[config.mk]
export PLATFORM = sky130hd
export DESIGN_NAME = alu_exec_sequencer
export DESIGN_NICKNAME = d
export VERILOG_FILES = /design/src/rtl/alu_pkg.sv /design/src/rtl/alu_iter_core.sv /design/src/rtl/alu_exec_sequencer.sv
export SDC_FILE = /design/constraint.sdc
export NUM_CORES = 1
export LEC_CHECK = 0
export ABC_AREA = 0
export CAP_MARGIN = 20
export CORE_MARGIN = 1
export CORE_UTILIZATION = 46
export DETAILED_ROUTE_END_ITERATION = 8
export GPL_TIMING_DRIVEN = 0
export HOLD_SLACK_MARGIN = 0.03
export PLACE_DENSITY = 0.68
export SYNTH_ARGS = -nofsm -noshare
export SYNTH_HDL_FRONTEND = slang
export SYNTH_HIERARCHICAL = 1
export SYNTH_SLANG_ARGS = --single-unit
[constraint.sdc]
create_clock -name clk -period 2.2 [get_ports clk]
set_input_delay 0.22 -clock clk [delete_from_list [all_inputs] [get_ports clk]]
set_output_delay 0.22 -clock clk [all_outputs]
set_load 0.02 [all_outputs]
[src/rtl/alu_pkg.sv]
`default_nettype none
// ============================================================================
// Module  : alu_pkg
// Brief   : Shared types and constants for the ALU execution sequencer.
// Revision: 1.0 - initial release
// ============================================================================
package alu_pkg;

    localparam int c_DEFAULT_WIDTH = 8;

    localparam logic [3:0] c_OP_ADD = 4'b0001;
    localparam logic [3:0] c_OP_SUB = 4'b0010;
    localparam logic [3:0] c_OP_MUL = 4'b0100;
    localparam logic [3:0] c_OP_DIV = 4'b1000;

    typedef enum logic [2:0] {
        IDLE   = 3'd0,
        ADDSUB = 3'd1,
        MUL    = 3'd2,
        DIV    = 3'd3,
        DONE   = 3'd4
    } state_e;

    function automatic logic is_onehot4(input logic [3:0] v);
        return (v != 4'b0000) && ((v & (v - 4'd1)) == 4'b0000);
    endfunction

endpackage
`default_nettype wire

[src/rtl/alu_iter_core.sv]
`default_nettype none
// ============================================================================
// Module  : alu_iter_core
// Brief   : Bit-serial unsigned shift-add multiplier / restoring divider.
// Revision: 1.0 - initial release
// ============================================================================
module alu_iter_core
    import alu_pkg::*;
#(
    parameter int WIDTH = c_DEFAULT_WIDTH
) (
    input  logic                 clk,
    input  logic                 rst_n,
    input  logic                 start_i,
    input  logic                 mode_i,
    input  logic [WIDTH-1:0]     a_i,
    input  logic [WIDTH-1:0]     b_i,
    output logic                 done_o,
    output logic [2*WIDTH-1:0]   result_o
);

    localparam int CW = $clog2(WIDTH + 1);

    logic                 busy_q, busy_d;
    logic                 mode_q, mode_d;
    logic [CW-1:0]        cnt_q, cnt_d;
    logic [2*WIDTH-1:0]   acc_q, acc_d;
    logic [2*WIDTH-1:0]   x_q, x_d;
    logic [WIDTH-1:0]     y_q, y_d;
    logic [WIDTH-1:0]     rem_q, rem_d;

    logic [WIDTH:0]       w_shift;
    logic                 w_neg;
    logic [WIDTH-1:0]     w_sub;

    // Partial remainder is always below the divisor, so the low WIDTH bits of
    // the trial difference hold the full value whenever it is non-negative.
    assign w_shift = {rem_q, y_q[WIDTH-1]};
    assign w_neg   = w_shift < {1'b0, x_q[WIDTH-1:0]};
    assign w_sub   = w_shift[WIDTH-1:0] - x_q[WIDTH-1:0];

    always_comb begin
        busy_d = busy_q;
        mode_d = mode_q;
        cnt_d  = cnt_q;
        acc_d  = acc_q;
        x_d    = x_q;
        y_d    = y_q;
        rem_d  = rem_q;
        if (start_i) begin
            busy_d = 1'b1;
            mode_d = mode_i;
            cnt_d  = '0;
            acc_d  = '0;
            rem_d  = '0;
            x_d    = {{WIDTH{1'b0}}, (mode_i ? b_i : a_i)};
            y_d    = mode_i ? a_i : b_i;
        end else if (busy_q) begin
            if (cnt_q == CW'(WIDTH)) begin
                busy_d = 1'b0;
                cnt_d  = '0;
            end else begin
                cnt_d = cnt_q + 1'b1;
                if (mode_q) begin
                    rem_d = w_neg ? w_shift[WIDTH-1:0] : w_sub;
                    y_d   = {y_q[WIDTH-2:0], ~w_neg};
                end else begin
                    if (y_q[0]) begin
                        acc_d = acc_q + x_q;
                    end
                    x_d = x_q << 1;
                    y_d = y_q >> 1;
                end
            end
        end
    end

    always_ff @(posedge clk or negedge rst_n) begin
        if (!rst_n) begin
            busy_q <= 1'b0;
            mode_q <= 1'b0;
            cnt_q  <= '0;
            acc_q  <= '0;
            x_q    <= '0;
            y_q    <= '0;
            rem_q  <= '0;
        end else begin
            busy_q <= busy_d;
            mode_q <= mode_d;
            cnt_q  <= cnt_d;
            acc_q  <= acc_d;
            x_q    <= x_d;
            y_q    <= y_d;
            rem_q  <= rem_d;
        end
    end

    assign done_o   = busy_q && (cnt_q == CW'(WIDTH));
    assign result_o = mode_q ? {rem_q, y_q} : acc_q;

endmodule
`default_nettype wire

[src/rtl/alu_exec_sequencer.sv]
`default_nettype none
// ============================================================================
// Module  : alu_exec_sequencer
// Brief   : Single-issue add/sub/mul/div execution stage with valid/ready I/O.
// Revision: 1.0 - initial release
// ============================================================================
module alu_exec_sequencer
    import alu_pkg::*;
#(
    parameter int WIDTH = c_DEFAULT_WIDTH
) (
    input  logic                 clk,
    input  logic                 rst_n,
    input  logic                 in_valid,
    output logic                 in_ready,
    input  logic [WIDTH-1:0]     a,
    input  logic [WIDTH-1:0]     b,
    input  logic                 add_en,
    input  logic                 sub_en,
    input  logic                 mul_en,
    input  logic                 div_en,
    output logic                 out_valid,
    input  logic                 out_ready,
    output logic [2*WIDTH-1:0]   result,
    output logic                 carry,
    output logic                 div_by_zero,
    output logic                 op_err
);

    state_e               state_q, state_d;
    logic                 stage_q, stage_d;
    logic [WIDTH-1:0]     a_q, a_d, b_q, b_d;
    logic [3:0]           op_q, op_d;
    logic [2*WIDTH-1:0]   result_q, result_d;
    logic                 carry_q, carry_d;
    logic                 dbz_q, dbz_d;
    logic                 err_q, err_d;

    logic [3:0]           w_op;
    logic                 w_accept;
    logic                 w_start;
    logic [WIDTH:0]       w_sum;
    logic [WIDTH-1:0]     w_diff;
    logic                 w_core_done;
    logic [2*WIDTH-1:0]   w_core_result;

    assign w_op     = {div_en, mul_en, sub_en, add_en};
    assign w_accept = in_valid && (state_q == IDLE);
    // Divide by zero never enters the iterative core; it resolves in ADDSUB.
    assign w_start  = w_accept && ((w_op == c_OP_MUL) || ((w_op == c_OP_DIV) && (b != '0)));
    assign w_sum    = {1'b0, a_q} + {1'b0, b_q};
    assign w_diff   = a_q - b_q;

    alu_iter_core #(
        .WIDTH (WIDTH)
    ) u_core (
        .clk      (clk),
        .rst_n    (rst_n),
        .start_i  (w_start),
        .mode_i   (w_op == c_OP_DIV),
        .a_i      (a),
        .b_i      (b),
        .done_o   (w_core_done),
        .result_o (w_core_result)
    );

    always_comb begin
        state_d  = state_q;
        stage_d  = stage_q;
        a_d      = a_q;
        b_d      = b_q;
        op_d     = op_q;
        result_d = result_q;
        carry_d  = carry_q;
        dbz_d    = dbz_q;
        err_d    = err_q;
        case (state_q)
            IDLE: begin
                if (in_valid) begin
                    a_d      = a;
                    b_d      = b;
                    op_d     = w_op;
                    stage_d  = 1'b0;
                    result_d = '0;
                    carry_d  = 1'b0;
                    dbz_d    = 1'b0;
                    err_d    = 1'b0;
                    if (w_op == c_OP_MUL) begin
                        state_d = MUL;
                    end else if ((w_op == c_OP_DIV) && (b != '0)) begin
                        state_d = DIV;
                    end else begin
                        state_d = ADDSUB;
                    end
                end
            end
            ADDSUB: begin
                // Two cycles here so single-cycle ops match the k+2 result timing.
                if (!stage_q) begin
                    stage_d = 1'b1;
                end else begin
                    state_d = DONE;
                    if (!is_onehot4(op_q)) begin
                        err_d = 1'b1;
                    end else if (op_q == c_OP_ADD) begin
                        result_d = {{WIDTH{1'b0}}, w_sum[WIDTH-1:0]};
                        carry_d  = w_sum[WIDTH];
                    end else if (op_q == c_OP_SUB) begin
                        result_d = {{WIDTH{1'b0}}, w_diff};
                        carry_d  = (a_q < b_q);
                    end else begin
                        result_d = {a_q, {WIDTH{1'b1}}};
                        dbz_d    = 1'b1;
                    end
                end
            end
            MUL, DIV: begin
                if (w_core_done) begin
                    state_d  = DONE;
                    result_d = w_core_result;
                end
            end
            DONE: begin
                if (out_ready) begin
                    state_d = IDLE;
                end
            end
            default: state_d = IDLE;
        endcase
    end

    always_ff @(posedge clk or negedge rst_n) begin
        if (!rst_n) begin
            state_q  <= IDLE;
            stage_q  <= 1'b0;
            a_q      <= '0;
            b_q      <= '0;
            op_q     <= '0;
            result_q <= '0;
            carry_q  <= 1'b0;
            dbz_q    <= 1'b0;
            err_q    <= 1'b0;
        end else begin
            state_q  <= state_d;
            stage_q  <= stage_d;
            a_q      <= a_d;
            b_q      <= b_d;
            op_q     <= op_d;
            result_q <= result_d;
            carry_q  <= carry_d;
            dbz_q    <= dbz_d;
            err_q    <= err_d;
        end
    end

    assign in_ready    = (state_q == IDLE);
    assign out_valid   = (state_q == DONE);
    assign result      = result_q;
    assign carry       = carry_q;
    assign div_by_zero = dbz_q;
    assign op_err      = err_q;

endmodule
`default_nettype wire

==> results.toml, run 1 <==
[power_and_ir_drop]
p_total_w = 0.01263
power.ir.vdd_worst_uv = 649.5
leakage_nw = 3.469
power_per_cell_area_nw_per_um2 = 1575

[global_routing]
grt_use_total_pct = 27.14
grt_first_pass_wirelength_um = 29930
antenna_found_initial = 0
grt_max_degree = 65
overflow = 0
first_global_vias = 5737

[sta]
final.period_utilization_pct = 100.3
max_freq_mhz = 453.1
slew_headroom_pct = 54.59
finalHoldViolCount = 0
setup_ws_ns = -0.007004
timing_max_transition_violations_final = 0
setup_repair_after_global_routing_missed_its_margin = "yes"
timing.final.crit_period_ns = 2.207
finalClockSkew_ns = 0.007494
max_slew.worst_pin.slew_ns = 0.6794
setup-tns-final_ns = -0.007004
setup_viol_count_final = 1

[setup_path]
crit_path_max_incr_delay_ns = 0.45
reg2reg_depth = 10
startpoint_class_of_the_critical_path = "flop"
worst-path-max-fanout = 7
crit_type = "flop to flop"
required_ns = 2.43
crit_chain = "inv_4 -> ha_4 -> nor2b_4 -> o31a_1 -> o31a_1 -> a31o_1 -> buf_6 -> buf_6 -> mux2i_1 -> o311ai_1"
critical_path.slowest_cell = "sky130_fd_sc_hd__dfrtp_2"
worst_setup_path_end_kind = "flop"
critPathArrivalTime_ns = 2.44

[die]
initial_core_util_pct = 46.90
top_level_ports = 45
placementRows = 43
dieArea_um2 = 14580
die_h_um = 120.7
placeableCoreArea_um2 = 13830
chipWidth_um = 120.7

[placement]
place_ws_ns = -0.8806
gp_congestion = 0.9284
io_buffer_count = 44
place.detailed.hpwl_um = 14150
post-place-cells = 968
detailed_place.area_um2 = 7204

[routing]
dr_total_vias = 5903
route.final.wire_length_um = 19110
wire_per_inst_um = 18.98
drt_pass1_iterations = 6
route.detailed.vias_per_inst = 5.862
drt_iter0_markers = 458
drt_drc_violations_left = 0
ant_nets = 0

[logic_synthesis]
ys_warn_count = 6
syn_area_um2 = 6485
synth_enable_flop_cells = 0
netlist-cell-type-count = 65
syn-instance-count = 742
synthDominantAreaCellType = "sky130_fd_sc_hd__dfrtp_1"
ys_top_cells_by_area = "sky130_fd_sc_hd__dfrtp_1 37%, sky130_fd_sc_hd__ha_1 7.9%, sky130_fd_sc_hd__nand2_1 6.5%"
syn-num-nets = 811
ys_ff_latch = 97
avgSynthCellArea_um2 = 8.740
ys_async_sr_fraction_pct = 100.0
yosys_most_used_dff = "sky130_fd_sc_hd__dfrtp_1"
yosys.area.top_type_share_pct = 37.43
synth_sequential_area_ratio_pct = 37.43

[cells_and_area]
most-common-layout-cells = "112 x sky130_fd_sc_hd__nand2_1, 95 x sky130_fd_sc_hd__dfrtp_1, 59 x sky130_fd_sc_hd__a21oi_1"
post_layout_nonfiller_instances = 1007
post_route_cells_drive_above_1_share_pct = 17.90
design.final.nets = 891
final_common_cell = "sky130_fd_sc_hd__nand2_1"
flow.area_growth_from_synthesis_pct = 23.63
n_antenna_cell = 0
layout.cell_area.non_filler_um2 = 8018

[clock_network]
htreeDepth = 3
path_clk_slew_ns = 0.07
cts-buffers-inserted = 9
clock-sinks = 97
cts.root.buffer_cell = "sky130_fd_sc_hd__clkbuf_16"
cts_max_path_buffers = 2
clkLatencyLatePin_ns = 0.36
tritoncts_clock_tree = "built"

[min_path]
worstHoldPathCells = 3
worstHoldPathType = "primary input to flop"

[outcome]
violations = "negative setup slack"
status = "complete, but fails checks"

[run]
max-cap-violations = 0
[per-layer routing]
metal | wire [um] | global-route usage, %
met5 | 0 | 0
met4 | 641 | 12.81
met3 | 1238 | 4.953
met2 | 8343 | 40.09
met1 | 8886 | 38.32
[registers in the layout, summed over array words and instances (netlist names), 3 cells and up]
name and count:
u_core/y_q 8, u_core/acc_q 16, b_q 8, state_q 3
a_q 8, u_core/rem_q 8, u_core/x_q 16, u_core/cnt_q 4
result 16, op_q 4
[synth_stat cells (5+ instances only)]
| master | number |
|---|---|
| sky130_fd_sc_hd__o221ai_1 | 6 |
| sky130_fd_sc_hd__mux2i_1 | 28 |
| sky130_fd_sc_hd__clkbuf_1 | 24 |
| sky130_fd_sc_hd__nand4_1 | 6 |
| sky130_fd_sc_hd__dfrtp_1 | 97 |
| sky130_fd_sc_hd__o21ai_0 | 42 |
| sky130_fd_sc_hd__a22oi_1 | 12 |
| sky130_fd_sc_hd__o211ai_1 | 5 |
| sky130_fd_sc_hd__nand2_1 | 112 |
| sky130_fd_sc_hd__nor2b_1 | 7 |
| sky130_fd_sc_hd__a21oi_1 | 63 |
| sky130_fd_sc_hd__nor3_1 | 15 |
| sky130_fd_sc_hd__nand3_1 | 7 |
| sky130_fd_sc_hd__inv_1 | 41 |
| sky130_fd_sc_hd__nor2_1 | 58 |
| sky130_fd_sc_hd__o21ai_1 | 20 |
| sky130_fd_sc_hd__a21o_1 | 6 |
| sky130_fd_sc_hd__ha_1 | 41 |
| sky130_fd_sc_hd__mux2_2 | 19 |
| sky130_fd_sc_hd__xor2_1 | 8 |
| sky130_fd_sc_hd__xnor2_1 | 11 |
| sky130_fd_sc_hd__nand2b_1 | 9 |
| sky130_fd_sc_hd__a31oi_1 | 5 |
| sky130_fd_sc_hd__a211oi_1 | 13 |
[area by class of cell]
cell class              instances  area, um2
plain buffers                  31      190.2
clock buffers                  10      239.0
clock inverters                 6      66.31
fillers                      1249       5809
inverters                      41      156.4
multi-input cells             569       4003
flip-flops and latches         97       2430
well taps                     180      225.2
repair buffers                 73      708.2
[stage by stage]
| step | utilization (%) | hold WS, ns |
|---|---|---|
| 3_3_place_gp | 51.84 | 0.4787 |
| 3_5_place_dp | 52.10 | 0.2157 |
| 6_report | 57.99 | 0.2482 |
| 5_1_grt | 57.99 | 0.2691 |
| 4_1_cts | 56.00 | 0.3774 |
| 2_1_floorplan | - | -0.07559 |
[cells by family after synthesis]
group                      after synthesis  synth area share [%]
AOI/OAI and AO/OA                      216                 21.17
xor gates and xnor gates                19                 2.566
adders and majority gates               45                 9.145
buffers and inverters                   76                 4.881
DFF                                     97                 37.43
muxes                                   49                 8.084
and+or+nand+nor                        240                 16.73
[critical path: cells and delay by family (launching register included)]
kind	cells	cell delay, ns
flops	1	0.45
simple gates	1	0.12
fa+ha+maj	1	0.19
buf+inv	3	0.33
mux	1	0.13
compound gates	4	0.85
[power breakdown]
| part | switching, W | internal (W) | total [W] |
|---|---|---|---|
| combinational | 0.00430 | 0.00341 | 0.00770 |
| clock | 0.000732 | 0.000918 | 0.00165 |
| sequential | 0.000758 | 0.00252 | 0.00327 |
[final timing paths]
path,startpoint,end,slack [ns]
worst max-delay path,u_core/x_q[1],u_core/y_q[0],-0.007
worst min-delay path,b[0],b_q[0],0.25
worst max register to register,u_core/x_q[1],u_core/y_q[0],-0.007
worst min register to register,div_by_zero,div_by_zero,0.50
max in group asynchronous,rst_n,u_core/y_q[7],1.16
min in group asynchronous,rst_n,u_core/acc_q[8],0.36
[repair_timing]
action | 4_1_cts | 5_1_grt
hold buffers | 1 | 0
setup buffers | 14 | 11
setup endpoints to repair | 62 | 65
resized for setup | 28 | 62
pin swaps | 8 | 17
endpoints found under the hold margin | 33 | 0
cloned | 0 | 1
No activity file was read; power rests on OpenSTA's default activity.
==> run 2: changes to the inputs <==
- DONT_BUFFER_PORTS: default -> 1
- PLACE_DENSITY: 0.68 -> 0.64
==> run 2 against run 1 <==
The flow finishes with violations (negative hold slack). Fmax is 0.60% higher. First-iteration DRC count shrank 4.1%. Highest routed layer unchanged. Critical path type unchanged. Routed wire length is essentially flat. Sequential power is 7.6% higher. Clock skew fell by 0.0016 ns. Utilization shrank 2.0 points. Critical endpoint is now u_core/rem_q[4]. Design area shrank 3.5%. Clock power fell by 7%. Worst setup slack improved by 0.013 ns.
==> results.toml, run 2 (synthesis gave the netlist of run 1 again) <==
[outcome]
status = "complete, but fails checks"
violations = "negative hold slack"

[power_and_ir_drop]
clock_power_share_pct = 12.7
power_per_cell_area_nw_per_um2 = 1568
p_sw_share_pct = 46.62
power.ir.vdd_worst_uv = 797.0
power_frac_seq_pct = 29.0
power_switching_w = 0.005657
share_comb_of_total_power_pct = 58.3
internal_power_w = 0.006477
leakage_nw = 3.317

[sta]
finalClockSkew_ns = 0.005943
setup_viol_count_final = 0
final.period_utilization_pct = 99.72
hold_slack_ns = -0.4388
setup_ws_ns = 0.006100
setup_repair_after_global_routing_missed_its_margin = "yes"
slew_headroom_pct = 55.22
timing_max_transition_violations_final = 0
max_freq_mhz = 455.8
finalHoldViolCount = 97
max_slew.worst_pin.slew_ns = 0.6716
timing.final.crit_period_ns = 2.194

[setup_path]
critical_path_depth = 10
timing.critical_path.buf_inv = 3
critPathArrivalTime_ns = 2.43
critical_path.most_common_cell = "sky130_fd_sc_hd__o31a_1"
timing.reg2reg.setup_slack_ns = 0.006
worst-path-max-fanout = 5
reg2reg_to = "u_core/rem_q[4]"
crit_path_max_incr_delay_ns = 0.41
crit_chain = "inv_2 -> ha_4 -> nor2b_4 -> o31a_1 -> o31a_1 -> a31o_1 -> buf_6 -> buf_12 -> mux2i_1 -> o21ai_1"
startpoint_class_of_the_critical_path = "flop"
worst_setup_sp = "u_core/x_q[1]"
critical_path.slowest_cell = "sky130_fd_sc_hd__dfrtp_2"
crit_type = "flop to flop"
reg2reg_depth = 10
worst_setup_path_end_kind = "flop"
timing.critical_path.max_delay_family = "compound AO/OA/AOI/OAI gates"
reg2reg_from = "u_core/x_q[1]"
required_ns = 2.44
cp-endpoint = "u_core/rem_q[4]"

[min_path]
worstHoldPathType = "primary input to async pin"

[global_routing]
grt_use_total_pct = 26.68
grt_first_pass_wirelength_um = 29490
overflow = 0
grt_max_degree = 98
antenna_found_initial = 0
first_global_vias = 5567

[die]
top_level_ports = 45
placeableCoreArea_um2 = 13830
chipWidth_um = 120.7
initial_core_util_pct = 46.90
placementRows = 43
die_h_um = 120.7
dieArea_um2 = 14580

[clock_network]
clkLatencyLatePin_ns = 0.35
tritoncts_clock_tree = "built"
cts_max_path_buffers = 2
cts.root.buffer_cell = "sky130_fd_sc_hd__clkbuf_16"
clock-sinks = 97
htreeDepth = 3
path_clk_slew_ns = 0.07
cts-buffers-inserted = 9
hold_buffers = 19

[placement]
detailed_place.area_um2 = 6733
io_buffer_count = 0
place_ws_ns = -0.4936
gp_congestion = 0.9331
post-place-cells = 923
place.detailed.hpwl_um = 13710

[cells_and_area]
post_route_cells_drive_above_1_share_pct = 18.73
final_common_cell = "sky130_fd_sc_hd__nand2_1"
most-common-layout-cells = "112 x sky130_fd_sc_hd__nand2_1, 93 x sky130_fd_sc_hd__dfrtp_1, 62 x sky130_fd_sc_hd__a21oi_1"
flow.area_growth_from_synthesis_pct = 19.35
layout.cell_area.non_filler_um2 = 7740
post_layout_nonfiller_instances = 981
design.final.nets = 866
n_antenna_cell = 0

[routing]
drt_iter0_markers = 439
route.detailed.vias_per_inst = 5.976
drt_pass1_iterations = 5
route.final.wire_length_um = 19120
ant_nets = 0
drt_drc_violations_left = 0
wire_per_inst_um = 19.49
dr_total_vias = 5862

[run]
max-cap-violations = 0
==> run 2: timing repair <==
item / in CTS / in global routing
gates cloned: 0 / 1
pin swaps: 8 / 25
gates resized for setup: 30 / 65
setup endpoints to repair: 63 / 67
setup buffers: 10 / 16
endpoints found under the hold margin: 116 / 97
==> run 2: metal layers <==
metal	part of all wire, %	vias to the layer above	track usage [%]
met2	46	217	40.73
met1	46	2871	37.61
met4	1.8	0	9.722
met5	0	-	0
li1	-	2753	-
met3	6.7	21	4.906
==> run 2: through the flow <==
stage	TNS [ns]	power [W]	utilization [%]
floorplan	-0.02492	0.007928	-
global placement	-15.31	0.009262	48.66
detailed placement	-15.75	0.009421	48.69
CTS	-0.2106	0.01159	53.65
global route	-0.7661	0.01302	55.98
finish	0	0.01213	55.98
==> run 2: power groups by stage <==
stage                     Combinational [W]  Clock [W]  Sequential, W
after floorplan                     0.00471          0        0.00322
after global placement              0.00578          0        0.00348
after detailed placement            0.00591          0        0.00351
after CTS                           0.00655    0.00158        0.00347
after global routing                0.00778    0.00164        0.00360
final                               0.00708    0.00154        0.00352
==> run 2: worst min path at each step <==
stage / cells after the start / startpoint / endpoint
finish: 0 / rst_n / u_core/rem_q[2]
global route: 0 / rst_n / result[12]
CTS: 0 / rst_n / u_core/rem_q[2]
detailed placement: 0 / rst_n / u_core/acc_q[9]
global placement: 0 / rst_n / u_core/acc_q[11]
floorplan: 0 / rst_n / a_q[0]
==> run 2: layout make-up <==
cell class	instances	area, um2
Fill cell	1248	6087
Buffer	32	200.2
Inverter	41	153.9
Sequential cell	97	2432
Clock inverter	3	25.02
Multi-Input combinational cell	569	4019
Timing Repair Buffer	47	427.9
Tap cell	180	225.2
Clock buffer	12	256.5
==> run 3: changes to the inputs <==
- CORE_MARGIN: 1 -> default
==> results of run 3 <==
The final DEF is identical to that of run 2; final timing and power are the same.
